`src/rtl/reg_file.sv`:
```
// Integer register file: two combinational read ports, one write port,
// x0 hardwired to zero, write-first bypass and a committed-write counter.
module reg_file #(
    parameter int XLEN   = 32,
    parameter int NREG   = 32,
    parameter int ADDR_W = 5
) (
    input  logic              clk,
    input  logic              rst_n,
    input  logic              w_en,
    input  logic [ADDR_W-1:0] rd,
    input  logic [XLEN-1:0]   wdata,
    input  logic [ADDR_W-1:0] rs1,
    input  logic [ADDR_W-1:0] rs2,
    output logic [XLEN-1:0]   rdata1,
    output logic [XLEN-1:0]   rdata2,
    output logic [15:0]       wr_count
);

    logic [XLEN-1:0] regs_q [1:NREG-1];
    logic [XLEN-1:0] regs_d [1:NREG-1];
    logic [15:0]     wr_count_q;
    logic [15:0]     wr_count_d;
    logic            commit;

    // A write is architecturally effective only outside reset and off x0.
    assign commit = rst_n && w_en && (rd != '0);

    always_comb begin
        regs_d     = regs_q;
        wr_count_d = wr_count_q;
        if (commit) begin
            regs_d[rd] = wdata;
            wr_count_d = wr_count_q + 16'd1;
        end
    end

    always_ff @(posedge clk) begin
        if (!rst_n) begin
            for (int i = 1; i < NREG; i++) begin
                regs_q[i] <= '0;
            end
            wr_count_q <= '0;
        end else begin
            regs_q     <= regs_d;
            wr_count_q <= wr_count_d;
        end
    end

    always_comb begin
        rdata1 = '0;
        if (rs1 != '0) begin
            if (commit && (rd == rs1)) begin
                rdata1 = wdata;
            end else begin
                rdata1 = regs_q[rs1];
            end
        end
    end

    always_comb begin
        rdata2 = '0;
        if (rs2 != '0) begin
            if (commit && (rd == rs2)) begin
                rdata2 = wdata;
            end else begin
                rdata2 = regs_q[rs2];
            end
        end
    end

    assign wr_count = wr_count_q;

endmodule
```
`config.mk`:
```
export PLATFORM = sky130hd
export DESIGN_NAME = reg_file
export DESIGN_NICKNAME = d
export VERILOG_FILES = /design/src/rtl/reg_file.sv
export SDC_FILE = /design/constraint.sdc
export NUM_CORES = 2
export LEC_CHECK = 0
export ABC_CLOCK_PERIOD_IN_PS = 2500
export BUFFER_PORTS_ARGS = -buffer_cell sky130_fd_sc_hd__buf_2
export CAP_MARGIN = 15
export CORE_MARGIN = 4
export CORE_UTILIZATION = 25
export CTS_CLUSTER_DIAMETER = 150
export CTS_CLUSTER_SIZE = 40
export DETAILED_ROUTE_END_ITERATION = 6
export PLACE_DENSITY = 0.44
export SLEW_MARGIN = 40
export SYNTH_ARGS = -nofsm -noshare
export SYNTH_HDL_FRONTEND = slang
export SYNTH_SLANG_ARGS = --single-unit
```
`constraint.sdc`:
```
create_clock -name clk -period 2.5 [get_ports clk]
set_clock_uncertainty 0.1 [all_clocks]
set_input_delay 0.125 -clock clk [delete_from_list [all_inputs] [get_ports clk]]
set_output_delay 0.125 -clock clk [all_outputs]
set_load 0.02 [all_outputs]
```
# Yosys cells after proc, flatten, opt, wreduce, memory -nomap -nowiden
# Cells that the tools add are included.
[totals]
reg_bits = 1008
in_bits = 50
out_inout_bits = 80
word_cells = 63
[op_classes]
n_addsub = 1
order_cmp = 4
n_eq_ne = 2
n_mux = 13
bitwise = 3
n_reduce_logical = 8
[ops]
columns = ["op", "count"]
rows = [
  ["$bwmux 992", 1],
  ["$bmux 32 s5", 2],
  ["$mux 32", 9],
  ["$demux 32 s5", 1],
  ["$ge 6x6->1 const B", 3],
  ["$not 5->6", 3],
  ["$add 16x1->16 const B", 1],
  ["$reduce_bool 5->1", 3],
  ["$eq 5x5->1", 2],
  ["$lt 6x1->1 const B", 1],
  ["$logic_and 1x1->1", 5],
]

# Longest topological paths before layout
[depth]
depth_word = 6
depth_mapped = 9
ltp_nobuf = 6

# Worst setup path after synthesis
# No wires, ideal clock.
[synth_path]
path_kind = "input -> output"
startpoint = "in rs2[0]"
endpoint = "out rdata2[1]"
arrival_ns = 2.086
setup_slack_ns = 0.189
path_stages = 8
path_buffers = 3
path_cell_list = "buf_4 buf_6 buf_4 nor3b_2 a221oi_1 nor2_1 a211oi_1 o41ai_1"
[synth_via]
elab_chain_cells = 6
[synth_rtl]
columns = ["item", "line_no", "rtl"]
rows = [
  ["start: declaration", "14", "input logic [ADDR_W-1:0] rs2,"],
  ["$not 5->6 (implied by the code)", "67", "rdata2 = regs_q[rs2];"],
  ["$bmux 32 s5", "67", ""],
  ["$mux 32 (implied by the code) (2 in a row)", "67", ""],
  ["$mux 32", "64", "if (commit && (rd == rs2)) begin"],
  ["$mux 32 (*)", "63", "if (rs2 != '0) begin"],
  ["end: declaration", "16", "output logic [XLEN-1:0] rdata2,"],
]
# Every way passes the cells marked *; elsewhere a longest branch is shown, timed or not. The select of a mux whose other input is x is not followed.

# Worst setup path in the final report
[layout_path]
startpoint = "reg regs_q[785] (netlist bit)"
endpoint = "out rdata2[17]"
[layout_via]
elab_chain_cells = 5
[layout_rtl]
columns = ["item", "line_no", "rtl"]
rows = [
  ["start: declaration", "20", "logic [XLEN-1:0] regs_q [1:NREG-1];"],
  ["start signal: assignment", "45", "regs_q <= regs_d;"],
  ["$bmux 32 s5", "67", ""],
  ["$mux 32 (implied by the code) (2 in a row)", "67", ""],
  ["$mux 32", "64", ""],
  ["$mux 32", "63", ""],
]
# No other way between the ends. The select of a mux whose other input is x is not followed.

==> out/metrics.cfg <==
[critical_path]
cp-start-kind = flip-flop
path_max_fanout = 2
worstSetupPathType = reg2out
arrival_ns = 2.73
endpoint_kind = primary output
rr_worst_depth = 5
worst_ep_required_time_ns = 2.28

[global_routing]
antenna_found_initial = 14
grt_first_pass_wirelength_um = 366000
grt_overflow_total = 0
grt_pass1_vias = 47000
grtUsageTotal = 0.223
grt_max_degree = 161

[logic_synthesis]
synth_cells = 6055
ys_types = 60
synth_edf_count = 0
syn_avg_cell_area_um2 = 8.99
yosysWarnings = 0
syn_area_um2 = 54400
yosys.area.top_type = dfxtp_1
yosys.area.top_type_share = 0.371
synthTopCellsByArea = dfxtp_1 37%, mux4_2 17%, nand2_1 14%
ys_ff_latch = 1008
synth_top_flop_cell = dfxtp_1
synth_nets = 6106
ys_seq_area_frac = 0.371
async_reset_ff_frac = 0

[layout]
final_nets = 6244
layout.cells.non_filler = 9061
area_growth_pct = 23.3
drive_gt1_frac = 0.306
fillers = 22400
final_common_cell = nand2_1
mostFrequentLayoutCells = 2051 x nand2_1, 993 x a21boi_0, 755 x dfxtp_1

[routing]
wl_per_cell_um = 28.7
drt-initial-drc-count = 4372
drtAntennaViolNets = 0
firstDrtPassIters = 6
routed_via_density = 5.31
vias = 48100
finalWirelength_um = 260000
post-route-drc-count = 0

[sta]
setup_violations = 64
fin_crit_ns = 2.95
relSlewSlack = 0.384
grt_setup_unrepaired = yes
fin_crit_sh = 1.18
worstMarginPinSlew_ns = 0.924
fin_ws_ns = -0.454
maxSlewViolCount = 0
hold_viol = 0
max_freq_ghz = 0.339

[pwr]
power_density_nw_per_um2 = 433
peakVddDrop_v = 0.000677
fin_total_pwr_mw = 29.0
cellLeakagePower_nw = 21.5

[floorplanning]
dieArea_um2 = 225000
fp.dieH_um = 475
core_area_um2 = 217000
die_w_um = 475
start_util = 0.251
rows = 171
ios = 130

[clocking]
cts_max_level = 1
numCtsBuffers = 30
cts_buffer_depth = 3
clk_latency_ns = 0.73
cts_sinks = 1008
clk_pin_slew_worst_paths_ns = 0.16
cts_root_buffer = clkbuf_16
cts_tree = yes

[worst_hold_path]
min_path_type = in2reg
min_path_cells = 7

[placement]
hpwlAfterDp_um = 170000
place_congestion = 0.861
portBuffers = 129
dp_cells = 8995

[outcome]
status = finished with violations
violations = negative setup slack

[flow_run]
cap_violations = 0

-- timing repair --
item / 4_1_cts / 5_1_grt
cloned: 0 / 1
setup buffers: 25 / 9
gates resized for setup: 603 / 182
endpoints found under the hold margin: 799 / 0
pin swaps: 139 / 69
hold buffers: 34 / 0
endpoints found under the setup margin: 64 / 65
-- layout make-up --
| cell class | count | area (um2) | area share |
|---|---|---|---|
| clock inverters | 8 | 104 | 0.00155 |
| multi-input cells | 4393 | 34100 | 0.508 |
| clock buffers | 31 | 764 | 0.0114 |
| flip-flops and latches | 1008 | 20500 | 0.305 |
| repair buffers | 758 | 8080 | 0.120 |
| well taps | 2854 | 3570 | 0.0532 |
| inverters | 2 | 7.51 | 0.000112 |
| diodes | 7 | 17.5 | 0.000261 |
-- layer usage --
| metal | share of wire | wire (um) | up-vias | track usage |
|---|---|---|---|---|
| li1 | - | - | 21300 | - |
| met1 | 0.42 | 108000 | 24600 | 0.291 |
| met2 | 0.47 | 122000 | 1775 | 0.369 |
| met3 | 0.055 | 14200 | 473 | 0.0214 |
| met4 | 0.060 | 15600 | 0 | 0.113 |
| met5 | 0 | 0 | - | 0 |
-- path summary, 6_finish.rpt --
path / end / slack [ns] / from
setup / recovery: rdata2[17] / -0.45 / regs_q[785]
hold / removal: wr_count[13] / 0.15 / w_en
setup reg to reg: wr_count[15] / 0.50 / wr_count[3]
hold reg to reg: regs_q[829] / 0.38 / regs_q[829]
-- cell families (layout without fill, tap and decap cells) --
kind of cell | after synthesis | in the layout | synth area share
simple gates | 2408 | 2408 | 0.173
compound gates | 1340 | 1340 | 0.189
flops | 1008 | 1008 | 0.371
buf+inv | 654 | 799 | 0.0533
mux | 619 | 619 | 0.209
xor+xnor | 25 | 25 | 0.00402
fa+ha+maj | 1 | 1 | 0.000230
other cells | 0 | 7 | 0
-- flip-flops by register name, indices dropped and copies added (netlist names) --
| signal | flops |
|---|---|
| wr_count | 16 |
| regs_q | 992 |
-- power breakdown --
group	total [mW]	switching, mW	internal, mW
Combinational	4.92	2.94	1.98
Sequential	16.2	0.0526	16.1
Clock	7.94	5.64	2.30
-- through the flow --
stage	hold WS (ns)	setup WS (ns)	util	instance area, um2	TNS [ns]
global placement	0.357	-0.623	0.290	62800	-11.02
CTS	0.113	-0.490	0.306	66400	-16.68
floorplan	0.307	0.189	-	54400	0
detailed placement	0.366	-0.583	0.290	62900	-10.30
global route	0.176	-0.483	0.309	67100	-17.98
finish	0.146	-0.454	0.309	67100	-14.02
-- synth_stat cells, types with 36 or more instances --
| library cell | count |
|---|---|
| a211oi_1 | 46 |
| a21boi_0 | 993 |
| a221oi_1 | 70 |
| buf_2 | 146 |
| buf_4 | 36 |
| clkbuf_1 | 415 |
| dfxtp_1 | 1008 |
| mux2_2 | 138 |
| mux2i_1 | 80 |
| mux4_2 | 401 |
| nand2_1 | 2073 |
| nor2_1 | 166 |
| nor3_1 | 37 |
-- critical path, cell delays in order (launching register included) --
cell and delay [ns]:
dfxtp_2 0.35, mux4_2 0.54, o211ai_1 0.32, buf_4 0.18
nand2_2 0.05, o32a_4 0.39, buf_6 0.17
Power figures use the tool's default switching activity.
